===== src/rtl/mips_mem_pkg.sv =====
`default_nettype none
// ============================================================================
// Module      : mips_mem_pkg
// Description : Shared types and widths for the data-memory responder.
// Revision    : 1.0 - initial release
// ============================================================================
package mips_mem_pkg;

  localparam int unsigned c_WORD_W = 32;  // data word width
  localparam int unsigned c_BE_W   = 4;   // one enable per byte lane
  localparam int unsigned c_CNT_W  = 4;   // wait-state counter, LATENCY 0..15

  // Responder transaction phases
  typedef enum logic [1:0] {
    IDLE   = 2'd0,
    WAIT   = 2'd1,
    ACCESS = 2'd2,
    RESP   = 2'd3
  } state_t;

endpackage : mips_mem_pkg
`default_nettype wire


===== src/rtl/dm_array.sv =====
`default_nettype none
// ============================================================================
// Module      : dm_array
// Description : NWORDS x 32 storage, byte-enabled synchronous write,
//               combinational read at the same index.
// Revision    : 1.0 - initial release
// ============================================================================
module dm_array
  import mips_mem_pkg::*;
#(
  parameter int NWORDS = 128,
  parameter int IDX_W  = $clog2(NWORDS)
) (
  input  logic                clk,
  input  logic                i_we,
  input  logic [c_BE_W-1:0]   i_be,
  input  logic [IDX_W-1:0]    i_idx,
  input  logic [c_WORD_W-1:0] i_wdata,
  output logic [c_WORD_W-1:0] o_rdata
);

  // Contents are deliberately not reset
  logic [c_WORD_W-1:0] r_mem [NWORDS];

  // Update only the byte lanes whose enable is set
  always_ff @(posedge clk) begin
    if (i_we) begin
      for (int b = 0; b < int'(c_BE_W); b++) begin
        if (i_be[b]) begin
          r_mem[i_idx][8*b +: 8] <= i_wdata[8*b +: 8];
        end
      end
    end
  end

  assign o_rdata = r_mem[i_idx];

endmodule : dm_array
`default_nettype wire


===== src/rtl/dm_responder.sv =====
`default_nettype none
// ============================================================================
// Module      : dm_responder
// Description : Memory-side end of the load/store interface. Accepts one
//               request, waits LATENCY cycles, performs a byte-enabled write
//               or a word read, and returns a held response.
//               Optional macro DM_RESPONDER_ERR_EN enables misaligned /
//               out-of-range address faulting (rsp_err).
// Revision    : 1.0 - initial release
// ============================================================================
module dm_responder
  import mips_mem_pkg::*;
#(
  parameter int NWORDS  = 128,
  parameter int LATENCY = 2
) (
  input  logic                clk,
  input  logic                reset,
  input  logic                req_valid,
  output logic                req_ready,
  input  logic                req_we,
  input  logic [c_BE_W-1:0]   req_be,
  input  logic [31:0]         req_addr,
  input  logic [c_WORD_W-1:0] req_wdata,
  output logic                rsp_valid,
  input  logic                rsp_ready,
  output logic [c_WORD_W-1:0] rsp_rdata,
  output logic                rsp_err,
  output logic                busy
);

  localparam int                 c_IDX_W = $clog2(NWORDS);
  localparam logic [c_CNT_W-1:0] c_LAT   = c_CNT_W'(LATENCY);

  state_t                r_state, w_next;
  logic [c_CNT_W-1:0]    r_cnt;
  logic                  r_we;
  logic [c_BE_W-1:0]     r_be;
  logic [c_IDX_W-1:0]    r_idx;
  logic [c_WORD_W-1:0]   r_wdata;
  logic                  r_bad;
  logic                  r_rsp_valid;
  logic [c_WORD_W-1:0]   r_rsp_rdata;
  logic                  r_rsp_err;
  logic                  w_req_bad;
  logic                  w_mem_we;
  logic [c_WORD_W-1:0]   w_mem_rdata;

`ifdef DM_RESPONDER_ERR_EN
  localparam logic [31:0] c_LIMIT = 32'(4 * NWORDS);
  // Fault misaligned addresses and anything beyond the array
  assign w_req_bad = (req_addr[1:0] != 2'b00) || (req_addr >= c_LIMIT);
  assign rsp_err   = r_rsp_err;
`else
  // Low bits and bits above the index are ignored, so addresses wrap
  logic w_unused_addr;
  assign w_unused_addr = &{1'b0, req_addr[1:0], req_addr[31:c_IDX_W+2], r_rsp_err};
  assign w_req_bad     = 1'b0;
  assign rsp_err       = 1'b0;
`endif

  assign req_ready = (r_state == IDLE) && !reset;
  assign busy      = (r_state != IDLE);
  assign rsp_valid = r_rsp_valid;
  assign rsp_rdata = r_rsp_rdata;

  // A reset on the access edge must suppress the write
  assign w_mem_we = (r_state == ACCESS) && r_we && !r_bad && !reset;

  dm_array #(
    .NWORDS (NWORDS),
    .IDX_W  (c_IDX_W)
  ) u_array (
    .clk     (clk),
    .i_we    (w_mem_we),
    .i_be    (r_be),
    .i_idx   (r_idx),
    .i_wdata (r_wdata),
    .o_rdata (w_mem_rdata)
  );

  // State register
  always_ff @(posedge clk) begin
    if (reset) begin
      r_state <= IDLE;
    end else begin
      r_state <= w_next;
    end
  end

  // Next-state decode; WAIT is skipped entirely when LATENCY is zero
  always_comb begin
    w_next = r_state;
    case (r_state)
      IDLE:    if (req_valid) w_next = (LATENCY > 0) ? WAIT : ACCESS;
      WAIT:    if (r_cnt == c_CNT_W'(1)) w_next = ACCESS;
      ACCESS:  w_next = RESP;
      RESP:    if (rsp_ready) w_next = IDLE;
      default: w_next = IDLE;
    endcase
  end

  // Request capture, wait counter and response registers
  always_ff @(posedge clk) begin
    if (reset) begin
      r_cnt       <= '0;
      r_rsp_valid <= 1'b0;
      r_rsp_rdata <= '0;
      r_rsp_err   <= 1'b0;
    end else begin
      case (r_state)
        IDLE: begin
          if (req_valid) begin
            r_we    <= req_we;
            r_be    <= req_be;
            r_idx   <= req_addr[c_IDX_W+1:2];
            r_wdata <= req_wdata;
            r_bad   <= w_req_bad;
            r_cnt   <= c_LAT;
          end
        end
        WAIT: r_cnt <= r_cnt - c_CNT_W'(1);
        ACCESS: begin
          r_rsp_valid <= 1'b1;
          r_rsp_rdata <= (r_we || r_bad) ? '0 : w_mem_rdata;
          r_rsp_err   <= r_bad;
        end
        RESP: if (rsp_ready) r_rsp_valid <= 1'b0;
        default: ;
      endcase
    end
  end

endmodule : dm_responder
`default_nettype wire


===== config.mk =====
export PLATFORM = sky130hd
export DESIGN_NAME = dm_responder
export DESIGN_NICKNAME = d
export VERILOG_FILES = /design/src/rtl/mips_mem_pkg.sv /design/src/rtl/dm_array.sv /design/src/rtl/dm_responder.sv
export SDC_FILE = /design/constraint.sdc
export NUM_CORES = 2
export LEC_CHECK = 0
export ABC_CLOCK_PERIOD_IN_PS = 2500
export CORE_UTILIZATION = 38
export DETAILED_ROUTE_END_ITERATION = 8
export GPL_TIMING_DRIVEN = 0
export PLACE_DENSITY = 0.63
export SLEW_MARGIN = 20
export SYNTH_ARGS = -nofsm -noshare
export SYNTH_HDL_FRONTEND = slang
export SYNTH_SLANG_ARGS = --single-unit

===== constraint.sdc =====
create_clock -name clk -period 2.5 [get_ports clk]
set_clock_uncertainty 0.1 [all_clocks]
set_input_delay 0.25 -clock clk [delete_from_list [all_inputs] [get_ports clk]]
set_output_delay 0.25 -clock clk [all_outputs]
set_load 0.005 [all_outputs]

After elaboration in Yosys (flattened, before gate mapping) --
Memory sizes are Yosys's and may differ from the RTL's. A register that Yosys moved wholly into a read port is not among the register bits. Index checks and enable logic that the tools add are counted.
Word-level totals: flip-flop bits (word level) 83, bits in writable memories 4096, input port bits 73, output and inout bits 36, word-level logic and storage cells 52, memories kept 1
Cells by class: $add $sub $neg 1, equal/unequal tests 7, multiplexer cells 22, bitwise logic cells 1, reductions and logical operators 12
Memories:
- u_array.r_mem | depth 128, width 32, read ports 1, clocked after memory_dff 1, wr ports 1, line dm_array.sv:23 | logic [c_WORD_W-1:0] r_mem [NWORDS];
Operators with widths (count):
- two-way mux 32 bit | 1
- two-way mux 1 bit | 13
- case mux 2 bit (4 select lines) | 1
- case mux 4 bit (2 select lines) | 1
- two-way mux 7 bit | 1
- two-way mux 2 bit | 3
- inequality test 2 bit (second input constant) | 3
- AND reduction 3 bit | 2
- nonzero test 2 bit | 3
- == test 2 bit (second input constant) | 2
- == test 4 x 1 -> 1 bit (second input constant) | 1
- two-way mux 4 bit | 1
- AND reduction 2 bit | 2
- subtractor 4 x 1 -> 4 bit (second input constant) | 1
- logical AND 1 bit | 3
- == test 2 x 1 -> 1 bit (second input constant) | 1
- zero test 2 bit | 1
- case mux 1 bit (2 select lines) | 1
- zero test 1 bit | 1
- NOT 1 bit | 1

Depth between registers and ports, before layout --
depth in word-level cells 5, gate-level depth with buffers 11, gate-level depth less buffers 7

Cells and area by module --
A second synthesis with hierarchy kept.
Second synthesis, totals: cells, all modules 9806, area, all modules 161001.9 um^2
By module, submodules not included:
- dm_array | instances 1, cells an instance 9568, area each 158046.6 um^2, sequential area each 122998.0 um^2
- dm_responder | instances 1, cells an instance 238, area each 2955.3 um^2, sequential area each 2102.0 um^2

Worst setup path after synthesis --
No wires, ideal clock.
kind register to register, from reg r_state[0], to reg r_be[0], enable pin, setup time 0.398 ns, data arrival time 1.914 ns, required time 2.002 ns, slack 0.087 ns, stages on the path, launching flop included 7, buffers on the path 0, period minus slack after synthesis 2.413 ns, path through dfxtp_1 > inv_1 > ha_1 > inv_1 > nor2_1 > nand2_1 > inv_1
Between the ends: cells in the longest elaborated chain, start to end 2
Ends and longest elaborated chain:
- start, declared | line dm_responder.sv:35 | state_t r_state, w_next;
- start signal, assigned | line dm_responder.sv:87 | r_state <= w_next;
- zero test 2 bit | line dm_responder.sv:111 | case (r_state)
- AND reduction 3 bit (no line)
- end signal, assigned | line dm_responder.sv:115 | r_be <= req_be;
- end, declared | line dm_responder.sv:38 | logic [c_BE_W-1:0] r_be;
No other way between the ends. A chain may end at the register's enable or synchronous reset.

==> results.ini <==
[sta]
fin_crit_sh_pct = 124
finalHoldViolations = 0
tightestPinTransition_ps = 966
slew-limit-headroom_pct = 35.6
setup_viol = 1557
setup_ws_ps = -594
fmax_ghz = 0.323
drv_slew = 0
min_period_ps = 3090
tns_ps = -105130
rsz0062_at_grt = yes

[global_routing]
antenna_found_initial = 30
grt_pass1_wl_um = 730000
grt_use_total_pct = 24.5
grt-ovfl-total = 0
first_global_vias = 89305
grt_max_degree = 41

[detailed_routing]
drt.antenna.violating_nets = 0
dr.pass1.iters = 7
finalWirelength_um = 552000
wire_per_inst_um = 35.6
drtIter0Drc = 14500
vias_per_cell = 5.97
drcViolationCount = 0
vias = 92367

[clocking]
htreeDepth = 5
cts_max_path_buffers = 4
cts_inserted_buffers = 417
clock_latency_ps = 1020
clock-root-buffer = clkbuf_16
cts_tree = built
cts.sinks = 4186
clk_pin_slew_worst_paths_ps = 70

[setup_path]
crit_type = flip-flop to flip-flop
crit_slowest_cell = a2111oi_4
reg2regPathDepth = 9
cp-start-kind = flip-flop
required_ps = 3250
crit_arrival_ps = 3850
critPathMaxStageDelay_ps = 530
critPathMaxFanout = 8
cp_cell_sequence = buf_12 > buf_16 > buf_16 > buf_12 > mux4_2 > mux2i_1 > a211oi_2 > a2111oi_4 > o2111ai_1
crit_path_end_kind = flip-flop

[power]
cellPowerDensity_nw_per_um2 = 869
power_leakage_nw = 65.9
vdd_drop_max_v = 0.000604

[synthesis]
syn_inst = 8200
yosysWarnings = 0
async_flop_share_pct = 0
ys.flop_type = edfxtp_1
synth_top_area_share_pct = 76.6
ys_types = 61
synth-seq-cells = 4186
synth_nets = 8280
netlist_area_um2 = 162000
ys_top_cells_by_area = edfxtp_1, mux4_2, mux2i_1
syn-mean-instance-area_um2 = 19.8
yosysSeqAreaShare_pct = 77.1
synth_area_leader_cell = edfxtp_1
synth_edf_count = 4140

[worst_hold_path]
min_path_type = input pin to flip-flop
min_path_cells = 1

[placement]
place_ws_ps = -2820
io_buffers = 82
place_hpwl_um = 397000
place_area_um2 = 175000
place.gp.congestion = 0.995

[layout]
final_core_util_pct = 48.5
syn2layout_area_growth_pct = 26.9
nFillCells = 33568
drive_gt1_share_pct = 36.2
fin_area_um2 = 206000
fin_nets = 9540

[die]
row_count = 239
die-area_um2 = 430000
die_y_um = 656
start_util_pct = 38.2
die_x_um = 656
coreArea_um2 = 425000
ioPinCount = 109

[status]
outcome = complete, but fails checks
violations = setup timing

[run]
max_cap_violations = 0

## metal layers
layer | share of wire, % | global-route usage, % | vias to the layer above
li1 | - | - | 36253
met1 | 36 | 31.8 | 48293
met2 | 45 | 37.7 | 6563
met3 | 12 | 6.31 | 1254
met4 | 7.2 | 13.9 | 4
met5 | 0.0049 | 0 | -
## layout make-up
| type | count | area, um^2 | area share, % |
|---|---|---|---|
| antenna | 8 | 20.0 | 0.00972 |
| buffer | 489 | 5670 | 2.75 |
| clock buffer | 516 | 11100 | 5.37 |
| clock inverter | 255 | 2850 | 1.39 |
| inverter | 9 | 42.5 | 0.0206 |
| multi-input combinational | 3509 | 41800 | 20.3 |
| sequential | 4186 | 125000 | 60.8 |
| tap | 5663 | 7090 | 3.44 |
| timing repair buffer | 848 | 12200 | 5.92 |
## flip-flops by register name (all words and copies together) (netlist names), named ones only
signal,flops
r_be,4
r_cnt,4
r_idx,7
r_state,2
r_wdata,32
r_we,1
rsp_rdata,32
rsp_valid,1
u_array.r_mem,4096
## stage by stage
step                      instances  hold slack [ps]  power, mW
after global placement        13945              418        108
final                         15483             49.9        179
after detailed placement      14195              432        109
after floorplan                8200              249       95.6
after global routing          15476             7.55        182
after CTS                     15246             44.3        176
## critical path, delay by kind of cell (launching register included)
family | cells | cell delay, ps
flip-flops | 1 | 450
buffers and inverters | 4 | 750
multiplexers | 2 | 590
AO/OA/AOI/OAI | 3 | 950
## what timing repair did
action | CTS | global route
setup buffers | 241 | 219
pin swaps | 216 | 249
endpoints found under the hold margin | 40 | 0
hold buffers | 40 | 0
gates resized for setup | 2171 | 637
setup endpoints to repair | 4214 | 4163
cloned | 3 | 13
## path summary, 6_finish.rpt
| check | endpoint | slack (ps) | start |
|---|---|---|---|
| worst max-delay path | rsp_rdata[17]$_SDFFE_PP0N_ | -590 | flip-flop |
| worst min-delay path | r_idx[6]$_DFFE_PP_ | 50 | req_addr[8] |
| worst max register to register | rsp_rdata[17]$_SDFFE_PP0N_ | -590 | flip-flop |
| worst min register to register | r_cnt[1]$_SDFFE_PP0P_ | 450 | r_cnt[1]$_SDFFE_PP0P_ |
## layout by cell type, fill, tap and decap left out, types with 62 or more instances in the layout
master           Yosys  layout
clkdlybuf4s50_1      0      80
clkbuf_16            0     441
a21oi_1             76      75
nand2_1            346     243
buf_6               18     110
nand3_1            153     131
nor2_2               0      74
mux2i_1            819     758
buf_4               68     305
nand2_2              0      86
nor2_1             614      62
clkinv_2             0      75
clkbuf_1           173      96
buf_16               0      70
clkinv_1             0      83
buf_8                0     252
mux4_2             665     665
nor2_4               1     479
buf_12               7     290
a22oi_1            314     282
edfxtp_1          4140    4140
## cells by family (layout without fill, tap and decap cells)
group | after synthesis | count (layout) | share of synthesized area (%)
other | 1 | 9 | 0.00231
buffers and inverters | 505 | 2117 | 1.64
flip-flops | 4186 | 4186 | 77.1
AND/OR/NAND/NOR | 1224 | 1224 | 3.17
AO/OA/AOI/OAI | 781 | 781 | 3.62
multiplexers | 1496 | 1496 | 14.4
adder cells (fa/ha/maj) | 7 | 7 | 0.0539
## cells in the mapped netlist (all sizes together) (44+ instances only)
master,n
o22ai,62
clkbuf,174
a21oi,76
o21ai,56
edfxtp,4140
a22oi,314
dfxtp,46
mux4,669
nand3,153
mux2i,819
a211oi,44
buf,318
nand2,346
nor2,615
## where the power goes
part	internal, mW	switching, mW	leakage [nW]	total, mW
clock network	36.8	27.4	6.76	64.2
registers	78.8	0.849	37.6	79.6
logic	13.3	22.0	21.6	35.3
(Power assumes the default switching activity.)
